File: src/rtl/volume_ramp_pkg.sv
// volume_ramp_pkg: shared ramp state encoding and sizing constants for the volume smoother.
package volume_ramp_pkg;
    typedef enum logic [1:0] {IDLE, UP, DOWN, MUTED} ramp_state_t;
    localparam int DIV_W       = 16;
    localparam int VOL_BIT_DEF = 8;
endpackage

File: src/rtl/ramp_tick_div.sv
// ramp_tick_div: divides sample strobes into ramp ticks; with VOLUME_RAMP_ZC_EN a due tick
// is held until the sign of the sampled audio flips between strobes.
module ramp_tick_div
    import volume_ramp_pkg::*;
#(
    parameter int DIV = 1
) (
    input  logic CLK,
    input  logic RST_N,
    input  logic sample_en,
    input  logic clear,
    input  logic zc_sign,
    output logic tick
);
    logic [DIV_W-1:0] cnt;
    logic             last;
    logic             fire;

    assign last = cnt == DIV_W'(DIV - 1);

`ifdef VOLUME_RAMP_ZC_EN
    logic prev_sign;
    assign fire = zc_sign != prev_sign;
    always_ff @(posedge CLK or negedge RST_N) begin
        if (!RST_N) prev_sign <= 1'b0;
        else if (sample_en) prev_sign <= zc_sign;
    end
`else
    logic zc_unused;
    assign zc_unused = zc_sign;
    assign fire      = 1'b1;
`endif

    assign tick = sample_en && !clear && last && fire;

    // A due tick waiting for a crossing leaves the count parked at DIV-1.
    always_ff @(posedge CLK or negedge RST_N) begin
        if (!RST_N) cnt <= '0;
        else if (clear) cnt <= '0;
        else if (sample_en && !last) cnt <= cnt + 1'b1;
        else if (tick) cnt <= '0;
    end
endmodule

File: src/rtl/volume_ramp.sv
// volume_ramp: steps the multiplier's Volume toward target (or 0 under mute) by STEP per tick.
// Optional zero-cross gating of ticks is enabled by defining VOLUME_RAMP_ZC_EN.
module volume_ramp
    import volume_ramp_pkg::*;
#(
    parameter int VOL_BIT   = VOL_BIT_DEF,
    parameter int STEP      = 1,
    parameter int DIV       = 1,
    parameter int RESET_VOL = 0
) (
    input  logic               CLK,
    input  logic               RST_N,
    input  logic               sample_en,
    input  logic [VOL_BIT-1:0] target,
    input  logic               mute,
    input  logic               zc_sign,
    output logic [VOL_BIT-1:0] Volume,
    output logic               busy,
    output logic               muted
);
    localparam int VW = VOL_BIT + 1;

    ramp_state_t        state, next_state;
    logic [VOL_BIT-1:0] eff, vol_next, up_vol, dn_vol;
    logic [VOL_BIT:0]   up_sum, dn_diff;
    logic               tick, clear;

    assign eff   = mute ? '0 : target;
    assign clear = !(state == UP || state == DOWN);

    // One extra bit catches both overflow past the top and borrow below 0.
    assign up_sum  = {1'b0, Volume} + VW'(STEP);
    assign dn_diff = {1'b0, Volume} - VW'(STEP);
    assign up_vol  = (up_sum > {1'b0, eff}) ? eff : up_sum[VOL_BIT-1:0];
    assign dn_vol  = (dn_diff[VOL_BIT] || dn_diff < {1'b0, eff}) ? eff : dn_diff[VOL_BIT-1:0];

    ramp_tick_div #(.DIV(DIV)) u_div (
        .CLK       (CLK),
        .RST_N     (RST_N),
        .sample_en (sample_en),
        .clear     (clear),
        .zc_sign   (zc_sign),
        .tick      (tick)
    );

    always_comb begin
        next_state = mute ? MUTED : IDLE;
        vol_next   = Volume;
        if (Volume < eff) begin
            next_state = UP;
            vol_next   = tick ? up_vol : Volume;
        end else if (Volume > eff) begin
            next_state = DOWN;
            vol_next   = tick ? dn_vol : Volume;
        end
    end

    always_ff @(posedge CLK or negedge RST_N) begin
        if (!RST_N) begin
            Volume <= VOL_BIT'(RESET_VOL);
            state  <= IDLE;
            busy   <= 1'b0;
            muted  <= 1'b0;
        end else begin
            Volume <= vol_next;
            state  <= next_state;
            busy   <= next_state == UP || next_state == DOWN;
            muted  <= next_state == MUTED;
        end
    end
endmodule
File: config.mk
export PLATFORM = sky130hd
export DESIGN_NAME = volume_ramp
export DESIGN_NICKNAME = d
export VERILOG_FILES = /design/src/rtl/volume_ramp_pkg.sv /design/src/rtl/ramp_tick_div.sv /design/src/rtl/volume_ramp.sv
export SDC_FILE = /design/constraint.sdc
export NUM_CORES = 1
export LEC_CHECK = 0
export CAP_MARGIN = 40
export CORE_UTILIZATION = 58
export DETAILED_ROUTE_END_ITERATION = 16
export PLACE_DENSITY = 0.82
export SLEW_MARGIN = 25
export SYNTH_ARGS = -nofsm -noshare
export SYNTH_HDL_FRONTEND = slang
export SYNTH_SLANG_ARGS = --single-unit
File: constraint.sdc
create_clock -name CLK -period 3.53 [get_ports CLK]
set_clock_uncertainty 0.05 [all_clocks]
set_input_delay 0.706 -clock CLK [delete_from_list [all_inputs] [get_ports CLK]]
set_output_delay 0.706 -clock CLK [all_outputs]
set_load 0.1 [all_outputs]
== Yosys cells after proc, flatten, opt, wreduce, memory -nomap -nowiden ==
Index checks and enable logic that the tools add are counted.

* Output and inout port bits: 10
* Flip-flop bits (word level): 28
* Memories kept: 0
* Latch bits: 0
* Word-level logic and storage cells: 43
* Memory bits (read-only): 0
* Bits of input ports: 13
* Memory bits (writable): 0

* Bitwise operators: 0
* Add/subtract/negate cells: 3
* Shift-type cells: 0
* Order comparisons: 4
* Reductions and logical operators: 10
* Muxes and demuxes: 13
* Multipliers: 0
* Div/mod/pow operators: 0
* Equal/unequal tests: 8

{| class="wikitable"
|+ Operators by type and width
! kind !! count
|-
| $mux W8 || 7
|-
| $mux W16 || 3
|-
| $add A16 B1 Y16 const B || 1
|-
| $logic_not A16 Y1 || 1
|-
| $add A8 B1 Y9 const B || 1
|-
| $gt A9 B8 Y1 || 1
|-
| $lt A9 B8 Y1 || 1
|-
| $sub A8 B1 Y9 const B || 1
|-
| $gt A8 B8 Y1 || 1
|-
| $lt A8 B8 Y1 || 1
|-
| $eq A2 B2 Y1 const B || 3
|-
| $mux W2 || 3
|-
| $eq A2 B1 Y1 const B || 2
|-
| $ne A2 B2 Y1 const B || 2
|-
| $logic_and A1 B1 Y1 || 3
|-
| $logic_or A1 B1 Y1 || 3
|-
| $ne A3 B2 Y1 const B || 1
|-
| $reduce_and A3 Y1 || 1
|-
| $reduce_bool A2 Y1 || 1
|-
| $logic_not A1 Y1 || 1
|}

== Depth between registers and ports, before layout ==
Gate-level depths: netlist of run 1.

* Depth after elaboration: 7
* Depth in mapped cells: 13
* Depth with buffers taken out: 11

== Modules after synthesis ==
From an unflattened synthesis of run 1, not the netlist that was laid out.

* Cells, all modules: 282
* Area total of the unflattened synthesis: 2,561.2 sq um

{| class="wikitable"
|+ Modules (own cells, without submodules)
! module !! instances !! cells each !! sequential area each (sq um) !! area each (sq um)
|-
| volume_ramp || 1 || 173 || 300.3 || 1,540.2
|-
| ramp_tick_div || 1 || 109 || 400.4 || 1,021.0
|}

== Least setup slack after synthesis of run 1 ==
No wires, ideal clock.

* Path kind: register to register
* Start point: reg Volume[2]
* End point: reg Volume[4]
* Required time: 3.348 ns
* Slack: -0.050 ns
* Setup time: 0.132 ns
* Stages on the path, launching flop included: 14
* Buffers on the path: 2
* Arrival: 3.398 ns
* Period minus slack after synthesis: 3.580 ns
* Path through: dfrtp_1 > buf_2 > nand3_1 > nor3_1 > nand3_1 > xnor2_1 > ha_1 > a211oi_1 > o221ai_1 > o21ai_2 > and2_0 > clkbuf_1 > a2bb2oi_1 > o221ai_2

* Longest elaborated chain between the ends: 7
* Elaborated cells on any way between the ends: 17
* Those cells by class: 2 x add/sub; 4 x order compare; 2 x eq/ne; 6 x mux; 3 x reduce/logical

{| class="wikitable"
|+ Ends and longest elaborated chain
! what !! RTL line !! RTL
|-
| from (decl) || volume_ramp.sv:17 || <nowiki>output logic [VOL_BIT-1:0] Volume,</nowiki>
|-
| from (signal assigned) || volume_ramp.sv:60 || <nowiki>Volume <= VOL_BIT'(RESET_VOL);</nowiki>
|-
| from (signal assigned) || volume_ramp.sv:65 || <nowiki>Volume <= vol_next;</nowiki>
|-
| $sub A8 B1 Y9 || volume_ramp.sv:33 || <nowiki>assign dn_diff = {1'b0, Volume} - VW'(STEP);</nowiki>
|-
| $lt A9 B8 Y1 || volume_ramp.sv:35 || <nowiki>assign dn_vol = (dn_diff[VOL_BIT] || dn_diff < {1'b0, eff}) ? eff : dn_diff[VOL_BIT-1:0];</nowiki>
|-
| $logic_or A1 B1 Y1 || volume_ramp.sv:35 ||
|-
| $mux W8 || volume_ramp.sv:35 ||
|-
| $mux W8 || volume_ramp.sv:54 || <nowiki>vol_next = tick ? dn_vol : Volume;</nowiki>
|-
| $mux W8 || volume_ramp.sv:52 || <nowiki>end else if (Volume > eff) begin</nowiki>
|-
| $mux W8 || volume_ramp.sv:49 || <nowiki>if (Volume < eff) begin</nowiki>
|}

Several ways; a longest one is shown, not always the timed one. The select of a mux whose other input is x is not followed.
A chain may end at the register's enable or synchronous reset.

== Worst setup path in the final report of run 1 ==
* Start point: in mute
* End point: reg Volume[7]

* Longest elaborated chain between the ends: 7
* Elaborated cells on any way between the ends: 16
* Those cells by class: 4 x order compare; 2 x eq/ne; 7 x mux; 3 x reduce/logical

{| class="wikitable"
|+ Ends and longest elaborated chain
! what !! RTL line !! RTL
|-
| from (decl) || volume_ramp.sv:15 || <nowiki>input logic mute,</nowiki>
|-
| $mux W8 (*) || volume_ramp.sv:28 || <nowiki>assign eff = mute ? '0 : target;</nowiki>
|-
| $lt A9 B8 Y1 || volume_ramp.sv:35 ||
|-
| $logic_or A1 B1 Y1 || volume_ramp.sv:35 ||
|-
| $mux W8 || volume_ramp.sv:35 ||
|-
| $mux W8 || volume_ramp.sv:54 ||
|-
| $mux W8 || volume_ramp.sv:52 ||
|-
| $mux W8 || volume_ramp.sv:49 ||
|}

Mark *: on every way between the ends. The rest lies on a longest branch, timed or not. The select of a mux whose other input is x is not followed.

==> run metrics, run 1 <==
post-cts resize count 0; Seq/Total Area, Yosys 0.292; drt pass-1 iters 4; die area 4400 sq um; endpoints failing setup 0; layout cells sized above 1 0.133; hpwl dp 4460 um; Worst Tran Pin Value 0.735 ns; FFs w/ async S/R, synth 1.00; # hold bufs at CTS 0; Synth Area in Adders 0.146; Worst path slowest cell or3_1; Synth Flop Type dfrtp_1; crit path cell chain clkdlybuf4s50_1 > inv_1 > nand2_1 > ha_1 > a21oi_1 > o21ai_1 > nand3b_1 > a211o_1 > or3_1 > o221ai_2; #FFs+latches synth 28; simple-gate share of the synthesized area 0.222; design area 2750 sq um; largest family of logic cells by synthesized area simple AND/OR/NAND/NOR gates; Worst-path clk slew 0.10 ns; drt drc 0; Critical Path Source mute; Overflow after GRT 0; mux share of post-synthesis cell area 0.0172; R2R Path Start Volume[4]$_DFFE_PN0P_; Final ANT Viol Nets 0; Worst setup SP type input pin; final wirelength 5730 um; post-synth cell types 48; ANT cells 0; Max Clk Rate 301 MHz; via/cell ratio 6.08; vias 2,133; core area 4000 sq um; pre-CTS setup slack -0.0427 ns; Lkg Pwr 1.25 nW; Root Buffer Master clkbuf_8; Synth Area in XOR/XNOR 0.0583; GPL Wtd Cong 0.897; vias in the first global route 2,006; number of H-tree levels 1; status finished clean; Slew Viols, Final 0; family with the most delay on the worst path compound AO/OA/AOI/OAI gates; Synth Area in Compound Gates 0.219; Final Hold Viols 0; Clock Latency Late Sink 0.27 ns; Max-slew headroom 0.510; Worst Path Required 3.66 ns; Setup CP Type in2reg; WL/cell 16.3 um; TritonCTS clock tree yes; Period minus WS final 3.32 ns; FILL cells 331; Synth area leader dfrtp_1; Die X 66.4 um; commonest cells in the synthesized netlist nand2_1, dfrtp_1, ha_1; synthesized area 2400 sq um; Hold Startpoint u_div.cnt[13]$_DFFE_PN0P_; first-pass GRT wire length 9520 um; EDFF count, synth 0; Cell Pwr Density 896 nW/um^2; ranking of synthesized cells by area dfrtp_1, ha_1, a21oi_1; area share of the largest cell type after synthesis 0.292; Initial Utilization 0.601; CP max FO 7; crit-path max cell delay 0.53 ns; largest net degree at the start of global routing 29; gr usage total 0.288; area of the multi-input gates 1590 sq um; 1st-iter DRT viols 155; Synth Instances 276; CTS max path bufs 2; CP endpoint kind flip-flop; NumNets Final 343; chip height 66.4 um; setup slack after layout 0.211 ns; Synthesized Nets 317; Post-CTS Setup Bufs 0; Num CTS Buffers 3; initial antenna violation count 0; row cnt 23; Sink Count 28; synth warn 0; Layout area overhead 14.5%; dpl cell area 2700 sq um; period utilisation layout 0.940; most common cell in the synthesized netlist nand2_1; crit path DAT 3.45 ns; Avg Inst Size Synth 8.70 sq um; Hold Crit Class reg2reg; RSZ-0062 raised after global routing false; I/O Buffers 21; FF+latch area 703 sq um; Boundary Pins 23; CP bufs+invs 2; maximum VDD drop 0.644 mV; MaxCap Viol Count 0
-- cell families after synthesis --
kind of cell,count (synthesis)
AO/OA/AOI/OAI,78
XOR/XNOR,16
adder cells (fa/ha/maj),28
buffers and inverters,23
flip-flops,28
multiplexers,4
AND/OR/NAND/NOR,99
-- final timing paths --
kind	to	slack, ns	cells after the start
min in group asynchronous	Volume[7]$_DFFE_PN0P_	0.76	2
min	u_div.cnt[13]$_DFFE_PN0P_	0.48	1
max	Volume[7]$_DFFE_PN0P_	0.21	10
max reg2reg	Volume[4]$_DFFE_PN0P_	0.44	11
min reg2reg	u_div.cnt[13]$_DFFE_PN0P_	0.48	1
max in group asynchronous	Volume[3]$_DFFE_PN0P_	2.39	2
-- metal layers --
layer / routed length, um / share of wire / GRT usage / vias to the layer above
met3: 355 / 0.062 / 0.0397 / 8
li1: - / - / - / 1063
met1: 2620 / 0.46 / 0.403 / 998
met2: 2690 / 0.47 / 0.469 / 64
met5: 0 / 0 / 0 / -
met4: 60 / 0.010 / 0.0638 / 0
-- state kept, by name, summed over array words and instances (netlist names) --
name       count
u_div.cnt     16
Volume         8
state          2
busy           1
muted          1
-- through the flow --
step | TNS (ns) | hold WS, ns | instances | utilization | power [mW]
after CTS | 0 | 0.484 | 351 | 0.688 | 2.46
after global placement | 0 | 0.436 | 345 | 0.667 | 2.17
after detailed placement | -0.116 | 0.472 | 347 | 0.674 | 2.26
after floorplan | 0 | 0.360 | 276 | - | 1.84
final | 0 | 0.482 | 351 | 0.688 | 2.47
after global routing | 0 | 0.507 | 351 | 0.688 | 2.64
-- cell usage in the layout (no fill, tap or decap), types with 8 or more instances in the layout --
cell type,netlist,layout
a21oi_1,24,24
buf_4,0,19
clkdlybuf4s50_1,0,13
dfrtp_1,28,26
ha_1,28,28
inv_1,10,10
nand2_1,30,30
nand3_1,13,13
nor2_1,11,11
nor3_1,8,8
o21ai_0,22,22
xnor2_1,8,8
xor2_1,8,8
-- final cells by class --
| type | count | share of cell area |
|---|---|---|
| multi-input cells | 225 | 0.578 |
| clock buffers | 4 | 0.0200 |
| repair buffers | 34 | 0.110 |
| inverters | 10 | 0.0136 |
| well taps | 50 | 0.0227 |
| flip-flops and latches | 28 | 0.256 |
-- power by group --
part / internal, mW / total, mW / switching, mW / leakage (nW)
Combinational: 0.653 / 1.79 / 1.13 / 0.845
Clock: 0.0999 / 0.200 / 0.100 / 0.0288
Sequential: 0.383 / 0.480 / 0.0973 / 0.372
(Power assumes the default switching activity.)
==> run 2, diff against run 1 <==
--- a/config.mk
+++ b/config.mk
@@ -7,9 +7,10 @@
 export LEC_CHECK = 0
 export CAP_MARGIN = 40
 export CORE_UTILIZATION = 58
+export CTS_CLUSTER_SIZE = 24
 export DETAILED_ROUTE_END_ITERATION = 16
 export PLACE_DENSITY = 0.82
-export SLEW_MARGIN = 25
+export SLEW_MARGIN = 10
 export SYNTH_ARGS = -nofsm -noshare
 export SYNTH_HDL_FRONTEND = slang
 export SYNTH_SLANG_ARGS = --single-unit
==> results of run 2 <==
The final DEF is identical to that of run 1; final timing and power are the same.
==> run 3, diff against run 2 <==
--- a/config.mk
+++ b/config.mk
@@ -6,6 +6,7 @@
 export NUM_CORES = 1
 export LEC_CHECK = 0
 export CAP_MARGIN = 40
+export CORE_MARGIN = 4
 export CORE_UTILIZATION = 58
 export CTS_CLUSTER_SIZE = 24
 export DETAILED_ROUTE_END_ITERATION = 16
==> run 3 against run 2 <==
- clock power rose by 29%
- cell area rose by 0.59%
- die area rose by 19%
- highest routed layer unchanged
==> run metrics, run 3 (synthesis results as in run 1) <==
status finished clean (unchanged); post-cts resize count 0 (unchanged); 1st-iter DRT viols 280 (was 155); Hold Startpoint u_div.cnt[13]$_DFFE_PN0P_ (unchanged); Num CTS Buffers 3 (unchanged); first-pass GRT wire length 9510 um (was 9520 um); setup TNS 0 ns (unchanged); Lkg Pwr 1.25 nW (about the same); Slew Viols, Final 0 (unchanged); Boundary Pins 23 (unchanged); crit-path max cell delay 0.62 ns (was 0.53 ns); most frequent cells in the layout nand2_1, ha_1, dfrtp_1 (unchanged); Setup CP Type in2reg (unchanged); endpoints failing setup 0 (unchanged); final wirelength 5650 um (was 5730 um); Sink Count 28 (unchanged); via/cell ratio 6.22 (was 6.08); Worst Path Required 3.62 ns (was 3.66 ns); CTS max path bufs 2 (unchanged); cell internal pwr 1.19 mW (was 1.14 mW); WL/cell 16.1 um (was 16.3 um); switching share of power 0.529 (was 0.540); initial antenna violation count 0 (unchanged); R2R Path Start Volume[1]$_DFFE_PN0P_ (was Volume[4]$_DFFE_PN0P_); Cell Pwr Density 911 nW/um^2 (was 896 nW/um^2); family with the most delay on the worst path simple AND/OR/NAND/NOR gates (was compound AO/OA/AOI/OAI gates); Overflow after GRT 0 (unchanged); Final Hold Viols 0 (unchanged); RSZ-0062 raised after global routing false (unchanged); GPL Wtd Cong 0.974 (was 0.897); vias 2,182 (was 2,133); vias in the first global route 2,029 (was 2,006); Worst-path clk slew 0.10 ns (about the same); TritonCTS clock tree yes (unchanged); chip height 72.4 um (was 66.4 um); Worst setup SP type input pin (unchanged); gr usage total 0.227 (was 0.288); Max Clk Rate 304 MHz (was 301 MHz); sequential share of power 0.191 (was 0.195); Largest Register u_div.cnt (unchanged); power share of the clock group 0.102 (was 0.081); crit path cell chain clkdlybuf4s50_1 > inv_1 > nand2_1 > ha_1 > nor2b_1 > o211ai_1 > a21oi_1 > nor2_1 > or2_0 > o221ai_2 (was clkdlybuf4s50_1 > inv_1 > nand2_1 > ha_1 > a21oi_1 > o21ai_1 > nand3b_1 > a211o_1 > or3_1 > o221ai_2); hpwl dp 4300 um (was 4460 um); layout cells sized above 1 0.133 (unchanged); Sw Pwr 1.33 mW (about the same); Period minus WS final 3.29 ns (was 3.32 ns); commonest non-fill, non-tap cell in the layout nand2_1 (unchanged); Die X 72.4 um (was 66.4 um); ANT cells 0 (unchanged); number of H-tree levels 1 (unchanged); maximum VDD drop 0.725 mV (was 0.644 mV); Clock Latency Late Sink 0.28 ns (was 0.27 ns); largest net degree at the start of global routing 29 (unchanged); max reg flops 16 (unchanged); Worst Tran Pin Value 0.737 ns (was 0.735 ns); biggest regs u_div.cnt x16, Volume x8, state x2 (unchanged); Hold Crit Class reg2reg (unchanged); Max-slew headroom 0.508 (was 0.510); Layout area overhead 15.2% (was 14.5%); core area 4000 sq um (unchanged); die area 5240 sq um (was 4400 sq um); CP bufs+invs 2 (unchanged); Worst path slowest cell or2_0 (was or3_1); period utilisation layout 0.933 (was 0.940); drt drc 0 (unchanged); combinational group share of total power 0.706 (was 0.724); CP endpoint kind flip-flop (unchanged); # hold bufs at CTS 0 (unchanged); Root Buffer Master clkbuf_8 (unchanged); Final ANT Viol Nets 0 (unchanged); NumNets Final 343 (unchanged); crit path DAT 3.38 ns (was 3.45 ns); drt pass-1 iters 5 (was 4); CP max FO 7 (unchanged); I/O Buffers 21 (unchanged); MaxCap Viol Count 0 (unchanged); worst hold margin 0.455 ns (was 0.482 ns); Initial Utilization 0.601 (unchanged); row cnt 23 (unchanged); Critical Path Source mute (unchanged); FILL cells 330 (was 331); Post-CTS Setup Bufs 0 (unchanged)
[run 3: cell types whose count changed in the layout (fill, tap and decap cells not counted)]
cell,delta
bufinv_16,+1
clkbuf_8,-1
[run 3: final timing paths]
path	to	slack, ns	cells past startpoint
min reg2reg	u_div.cnt[13]$_DFFE_PN0P_	0.46	1
min	u_div.cnt[13]$_DFFE_PN0P_	0.46	1
min in group asynchronous	Volume[6]$_DFFE_PN0P_	0.74	2
max in group asynchronous	Volume[3]$_DFFE_PN0P_	2.41	2
max	Volume[1]$_DFFE_PN0P_	0.24	10
max reg2reg	Volume[4]$_DFFE_PN0P_	0.49	11
[run 3: power by group through the flow]
stage / Combinational [mW] / Sequential, mW / Clock (mW)
after floorplan: 1.08 / 0.759 / 0
after global placement: 1.69 / 0.484 / 0
after detailed placement: 1.76 / 0.486 / 0
after CTS: 1.77 / 0.480 / 0.263
after global routing: 1.92 / 0.493 / 0.281
final: 1.78 / 0.482 / 0.258
[run 3: per-layer routing]
layer  GRT usage  routed length, um  vias up
met5           0                  0        -
met4      0.0585                 82        0
met3      0.0360                410       12
met2       0.356               2520      107
met1       0.326               2640      998
li1            -                  -     1065
[run 3: through the flow]
stage | setup WS [ns] | util | cells | area [sq um] | total power, mW
detailed placement | -0.0246 | 0.674 | 347 | 2700 | 2.25
floorplan | 0.0556 | - | 276 | 2400 | 1.84
global placement | 0.0477 | 0.667 | 345 | 2670 | 2.17
CTS | 0.265 | 0.692 | 351 | 2770 | 2.51
global route | 0.103 | 0.692 | 351 | 2770 | 2.70
finish | 0.237 | 0.692 | 351 | 2770 | 2.52
[run 3: area by class of cell]
type                    count  area [sq um]  area share
inverters                  10          37.5      0.0136
well taps                  50          62.6      0.0226
clock buffers               3          41.3      0.0149
flip-flops and latches     28           703       0.254
multi-input cells         225          1590       0.575
clock inverters             1          30.0      0.0108
repair buffers             34           303       0.109
